### src/rtl/acc_sched.sv
// acc_sched: shares one top_acc accelerator between two requesters.
// Requesters are served one at a time and alternate under round-robin arbitration.
// The block drives the accelerator start pulse and waits for done.
// It then returns a tagged completion to the requester that was served.
// Optional feature macro: ACC_SCHED_TIMEOUT_EN. When it is defined, a RUN-phase
// watchdog is compiled in and a job that times out completes with cpl_err_o=1.
module acc_sched #(
  parameter int unsigned TAG_W = 4,
  parameter int unsigned TMO_W = 16
) (
  input  logic               HCLK,
  input  logic               HRESETn,
  input  logic [1:0]         req_i,
  input  logic [2*TAG_W-1:0] req_tag_i,
  output logic [1:0]         gnt_o,
  output logic               acc_sel_o,
  output logic               acc_busy_o,
  output logic               acc_start_o,
  input  logic               acc_done_i,
  input  logic [TMO_W-1:0]   tmo_limit_i,
  output logic [1:0]         cpl_valid_o,
  input  logic [1:0]         cpl_ready_i,
  output logic [TAG_W-1:0]   cpl_tag_o,
  output logic               cpl_err_o
);

  typedef enum logic [1:0] {S_IDLE, S_START, S_RUN, S_CPL} state_t;

  state_t           r_state;
  state_t           w_next;
  logic             r_sel;
  logic             w_sel_next;
  logic             r_prio;
  logic [TAG_W-1:0] r_tag;
  logic [1:0]       r_gnt;
  logic             r_start;
  logic             r_busy;
  logic [1:0]       r_valid;
  logic             w_win;
  logic             w_arb;
  logic             w_accept;
  logic             w_tmo;

`ifdef ACC_SCHED_TIMEOUT_EN
  logic [TMO_W-1:0] r_cnt;
  logic             r_hit;
  logic             r_err;

  // RUN-cycle counter; the limit match is registered, so a timeout exits RUN
  // one cycle after the counter reaches limit-1 (err appears L+1 cycles into RUN).
  always_ff @(posedge HCLK or negedge HRESETn) begin
    if (!HRESETn) begin
      r_cnt <= '0;
      r_hit <= 1'b0;
    end else if (r_state == S_START) begin
      r_cnt <= '0;
      r_hit <= 1'b0;
    end else if (r_state == S_RUN) begin
      r_cnt <= r_cnt + 1'b1;
      r_hit <= (tmo_limit_i != '0) && (r_cnt == tmo_limit_i - 1'b1);
    end
  end

  // Error flag: cleared when a job is granted, set when RUN ends by timeout (done wins ties).
  always_ff @(posedge HCLK or negedge HRESETn) begin
    if (!HRESETn) begin
      r_err <= 1'b0;
    end else if (w_arb) begin
      r_err <= 1'b0;
    end else if (r_state == S_RUN && !acc_done_i && w_tmo) begin
      r_err <= 1'b1;
    end
  end

  assign w_tmo     = r_hit;
  assign cpl_err_o = r_err;
`else
  logic w_unused_tmo;

  assign w_unused_tmo = ^tmo_limit_i;
  assign w_tmo        = 1'b0;
  assign cpl_err_o    = 1'b0;
`endif

  assign w_arb    = (r_state == S_IDLE) && (|req_i);
  assign w_accept = cpl_ready_i[r_sel];

  // Arbitration and next-state decode.
  always_comb begin
    w_next = r_state;
    case (req_i)
      2'b01:   w_win = 1'b0;
      2'b10:   w_win = 1'b1;
      default: w_win = r_prio;
    endcase
    case (r_state)
      S_IDLE:  if (|req_i) w_next = S_START;
      S_START: w_next = S_RUN;
      S_RUN:   if (acc_done_i || w_tmo) w_next = S_CPL;
      S_CPL:   if (w_accept) w_next = S_IDLE;
      default: w_next = S_IDLE;
    endcase
    w_sel_next = w_arb ? w_win : r_sel;
  end

  // State, job context and registered outputs; outputs are loaded from the next state.
  always_ff @(posedge HCLK or negedge HRESETn) begin
    if (!HRESETn) begin
      r_state <= S_IDLE;
      r_sel   <= 1'b0;
      r_prio  <= 1'b0;
      r_tag   <= '0;
      r_gnt   <= '0;
      r_start <= 1'b0;
      r_busy  <= 1'b0;
      r_valid <= '0;
    end else begin
      r_state <= w_next;
      if (w_arb) begin
        r_sel <= w_win;
        r_tag <= w_win ? req_tag_i[2*TAG_W-1:TAG_W] : req_tag_i[TAG_W-1:0];
      end
      if (r_state == S_CPL && w_accept) begin
        r_prio <= ~r_sel;
      end
      r_gnt   <= (w_next == S_START) ? (w_sel_next ? 2'b10 : 2'b01) : 2'b00;
      r_start <= (w_next == S_START);
      r_busy  <= (w_next != S_IDLE);
      r_valid <= (w_next == S_CPL) ? (w_sel_next ? 2'b10 : 2'b01) : 2'b00;
    end
  end

  assign gnt_o       = r_gnt;
  assign acc_sel_o   = r_sel;
  assign acc_busy_o  = r_busy;
  assign acc_start_o = r_start;
  assign cpl_valid_o = r_valid;
  assign cpl_tag_o   = r_tag;

endmodule
### config.mk
export PLATFORM = sky130hd
export DESIGN_NAME = acc_sched
export DESIGN_NICKNAME = d
export VERILOG_FILES = /design/src/rtl/acc_sched.sv
export SDC_FILE = /design/constraint.sdc
export NUM_CORES = 1
export LEC_CHECK = 0
export ABC_AREA = 1
export BUFFER_PORTS_ARGS = -buffer_cell sky130_fd_sc_hd__buf_2
export CAP_MARGIN = 20
export CORE_MARGIN = 3
export CORE_UTILIZATION = 44
export CTS_BUF_LIST = sky130_fd_sc_hd__clkbuf_4
export DETAILED_ROUTE_END_ITERATION = 10
export HOLD_SLACK_MARGIN = 0.08
export PLACE_DENSITY = 0.8
export SYNTH_ARGS = -nofsm -noshare
export SYNTH_HDL_FRONTEND = slang
export SYNTH_SLANG_ARGS = --single-unit
### constraint.sdc
create_clock -name HCLK -period 1.3 [get_ports HCLK]
set_input_delay 0.065 -clock HCLK [delete_from_list [all_inputs] [get_ports HCLK]]
set_output_delay 0.065 -clock HCLK [all_outputs]
set_load 0.01 [all_outputs]
## Word level (Yosys, flattened, before mapping)

Index checks and enable logic that the tools add are counted.
W data, S select, Z words.

- Register bits after elaboration: 14
- Latch bits: 0
- Bits in writable memories: 0
- Memory bits (read-only): 0
- Input port bits: 31
- Output and inout bits: 12
- Logic and storage cells: 34
- Memories kept: 0

- Add/subtract/negate cells: 0
- Multipliers: 0
- Divide/modulo/power cells: 0
- $lt $le $gt $ge: 1
- Equality and inequality tests: 7
- Shift operators: 0
- Muxes and demuxes: 12
- Bitwise gates (word level): 1
- Reductions and logical operators: 5

Operator list:

| cell | count |
|---|---|
| $mux W2 | 6 |
| $eq A2 B2 Y1 const B | 4 |
| $pmux W2 S4 | 1 |
| $eq A2 B1 Y1 const B | 3 |
| $mux W4 | 1 |
| $mux W1 | 3 |
| $logic_and A1 B1 Y1 | 2 |
| $logic_not A2 Y1 | 1 |
| $lt A1 B2 Y1 const B | 1 |
| $pmux W1 S2 | 1 |
| $reduce_bool A2 Y1 | 1 |
| $reduce_or A2 Y1 | 1 |
| $not A1 Y1 | 1 |

## Logic depth before layout (Yosys ltp)

- Depth after elaboration: 6
- Gate-level depth with buffers: 8
- Mapped depth without buffers: 8

## Least setup slack after synthesis

OpenSTA, ideal clock, no wires.

- Path kind: input port to flip-flop
- From: in req_i[0]
- To: reg r_valid[0], in the netlist cpl_valid_o[0]
- Library setup time: 69 ps
- Arrival: 863 ps
- Required time: 1231 ps
- Slack: 368 ps
- Stages on the path: 7
- Buffers on the path: 0
- Cells stage by stage: inv_1 -> ha_1 -> nand2_1 -> nand2_4 -> nand2_4 -> nand2_2 -> nor2_2

- Cells in the longest elaborated chain, start to end: 5
- Elaborated cells on any way between the ends: 11
- Those cells by class: 3 x eq/ne; 6 x mux; 2 x reduce/logical

Ends and longest elaborated chain:

| what | RTL line | RTL |
|---|---|---|
| start: declaration | 13 | `input logic [1:0] req_i,` |
| $eq A2 B2 Y1, or another cell as far along | 91 | `case (req_i)` |
| $pmux W1 S2 / $logic_and A1 B1 Y1 (equally long branches) | 91, 85 |  |
| $mux W1 (*) | -- |  |
| named net w_sel_next | 32 | `logic w_sel_next;` |
| $mux W2 (*) (2 in a row) | 129 | `r_valid <= (w_next == S_CPL) ? (w_sel_next ? 2'b10 : 2'b01) : 2'b00;` |
| end signal: assignment | 129 |  |
| end: declaration | 38 | `logic [1:0] r_valid;` |

The timed path passes the listed nets; every way through them passes the cells marked *.
A chain may end at the register's enable or synchronous reset.

## Final worst setup path

- From: reg r_state[0]
- To: reg r_valid[0], in the netlist cpl_valid_o[0]

- Cells in the longest elaborated chain, start to end: 5
- Elaborated cells on any way between the ends: 13
- Those cells by class: 4 x eq/ne; 7 x mux; 2 x reduce/logical

Ends and longest elaborated chain:

| what | RTL line | RTL |
|---|---|---|
| start: declaration | 29 | `state_t r_state;` |
| start signal: assignment | 118 | `r_state <= w_next;` |
| $logic_not A2 Y1 | 85 | `assign w_arb = (r_state == S_IDLE) && (\|req_i);` |
| $logic_and A1 B1 Y1 | 85 |  |
| $mux W1 | -- |  |
| named net w_sel_next | 32 |  |
| $mux W2 (2 in a row) | 129 |  |

The timed path passes the listed nets, and every way through them passes these cells.

==> results.md <==
* Post CTS Setup Buffer Count at 0
* Grt total ovfl at 0
* Synthesized net count at 126
* FF+latch count, synth at 14
* Fin. max-slew vios at 0
* Final count of negative-setup-slack endpoints at 0
* PortBufs at 25
* Layout cells sized above 1 at between 30% and 40%
* Fin. Hold Viols at 0
* FF-to-FF Start: r_state[0]
* Status: complete, no violations
* Resize count post-CTS at 0
* # diodes at 0
* Total track usage at 12.9%
* Core area at around 1600 sq um
* TritonCTS clock tree: built
* Initial DRC count at 15
* Worst EP required at 1.47 ns
* Worst Hold Class: in -> reg
* Die Height at around 47 um
* Synth Area per Inst at around 8.0 sq um
* Critical path's slowest cell: dfrtp_1
* Chip Width at around 47 um
* CP max FO at 7
* Ys Warns at 0
* Setup TNS Final at 0 ns
* Largest net degree at the start of global routing at 15
* Initial Utilization at between 40% and 50%
* Hold buffers post-CTS at 1
* Total Nets Final at roughly 160
* Syn-to-layout area delta at 23.3%
* Clock root buffer: clkbuf_4
* Slowest Stage Delay on Critical Path at ~0.40 ns
* Filler cell count at around 140
* H-tree depth at 1
* Max clock buf depth at 2
* Most common cell after layout, fill and taps aside: nand2_1
* FF-to-FF setup slack at roughly 0.27 ns
* Final Cycle Share at just under 80%
* RSZ-0062 raised after global routing: no
* Worst R2R Path Depth at 6
* Most frequent cells in the layout: nand2_1 (28), buf_2 (25), inv_1 (20)
* Post-Syn Area at approximately 750 sq um
* Vias in the first global route at around 480
* Hold Path End: cpl_tag_o[3]
* Global-route wire length before repair at ~2.0 mm
* Clk_lat worst skew at roughly 0.28 ns
* Row count at 14
* Fmax at approximately 970 MHz
* Num CTS Buffers at 3
* Hpwl dp at about 1.1 mm
* Top-Level Pins at 43
* Cell variety after synth at 15
* Drt pass-1 iters at 4
* Die Area at between 2000 and 2500 sq um
* Via-to-Cell Ratio at roughly 4.5
* Routed WL at approximately 1.3 mm
* Final ANT Viol Nets at 0
* Tmin final at around 1.0 ns
* Setup CP Type: reg -> reg
* Tot Pwr at 0.00175 W
* Sequential-to-total area share from yosys stat at ~47%
* Via count at approximately 620
* Pwr Density at roughly 1900 nW/um^2
* Remaining DRCs at 0
* Worst hold start: req_tag_i[7]
* # clock sinks at 14
* Crit-path cells: inv_1, nand2_4, nor2_8, nand2_4, nand2_2, nor2_2
* Final Skew at 0.00470 ns
* Worst setup EP type: register
* Drt wl/cell at about 9.8 um
* Max Cap Violations at 0
* Worst R2R End: cpl_valid_o[0]
* Final Wtd Congestion at between 0.7 and 0.8
* Worst hold stages at 5
* Clock slew at reported path FFs at around 0.080 ns
* Startpoint types: register
* Pleak at between 0.6 and 0.7 nW
* Maximum VDD drop at 743 uV
* Initial antenna violation count at 0
* Critical path arrival at approximately 1.2 ns
* Most used cell, CP: nand2_4
* Mapped Cells at 93
-- power by group --
part	internal, W	total, W	switching (W)
sequential	0.000611	0.000710	0.0000991
combinational	0.000300	0.000793	0.000493
clock	0.000111	0.000247	0.000135
-- synth_stat cells --
library cell	n	area [sq um]
nor2_2	1	6.26
nand2_4	4	45.0
ha_1	2	25.0
nand3_1	9	45.0
nor2_1	3	11.3
conb_1	1	3.75
a21oi_1	1	5.00
nand2_1	28	105
inv_1	20	75.1
nor2_8	1	20.0
nand2_2	4	25.0
buf_4	1	7.51
inv_2	3	11.3
dfrtp_1	14	350
nand3_2	1	10.0
-- worst max-delay path, delay by kind of cell, from the launching register on --
kind | cells | cell delay [ns]
and+or+nand+nor | 5 | 0.40
DFF | 1 | 0.40
buffers and inverters | 1 | 0.12
-- layer usage --
layer  global-route usage [%]  share of wire, %  routed length, um  vias up
li1                         -                 -                  -      324
met2                     19.5                48                650       23
met5                        0                 0                  0        -
met4                     6.63               2.4                 33        0
met1                     16.9                44                592      271
met3                     3.45               5.3                 71        5
-- through the flow --
step / setup slack, ns / utilization (%) / cell area [sq um] / std cells / hold slack, ns
CTS: 0.270 / 59.0 / 920 / 138 / 0.0805
global route: 0.206 / 59.0 / 920 / 138 / 0.102
floorplan: 0.368 / - / 746 / 93 / -0.231
global placement: 0.208 / 56.7 / 883 / 133 / -0.0332
finish: 0.274 / 59.0 / 920 / 138 / 0.0905
detailed placement: 0.183 / 56.7 / 883 / 133 / -0.0289
-- cell families (layout without fill, tap and decap cells) --
logic type	count (synthesis)	in the layout	synth area share, %
other	1	1	0.503
adders and majority gates	2	2	3.36
DFF	14	14	47.0
buffers and inverters	24	53	12.6
and+or+nand+nor	51	51	35.9
AOI/OAI and AO/OA	1	1	0.670
-- area by class of cell --
cell class	instances	area, sq um	share of cell area [%]
clock buffer	3	22.5	2.45
inverter	23	86.3	9.39
sequential	14	350	38.1
timing repair buffer	26	135	14.7
tap	16	20.0	2.18
multi-input combinational	55	302	32.8
clock inverter	1	3.75	0.408
-- flip-flops by register name, summed over array words and instances (netlist names) --
register / flops
gnt_o: 2
r_state: 2
acc_sel_o: 1
cpl_tag_o: 4
cpl_valid_o: 2
acc_busy_o: 1
r_prio: 1
acc_start_o: 1
-- worst max-delay path by stage --
stage / start / endpoint / slack, ns / depth (start not counted)
global route: r_state[0] / cpl_valid_o[0] / 0.21 / 6
detailed placement: req_i[0] / cpl_valid_o[0] / 0.18 / 8
finish: r_state[0] / cpl_valid_o[0] / 0.27 / 6
floorplan: req_i[0] / cpl_valid_o[0] / 0.37 / 7
CTS: r_state[0] / cpl_valid_o[0] / 0.27 / 6
global placement: req_i[0] / cpl_valid_o[0] / 0.21 / 8
(Power assumes the default switching activity.)
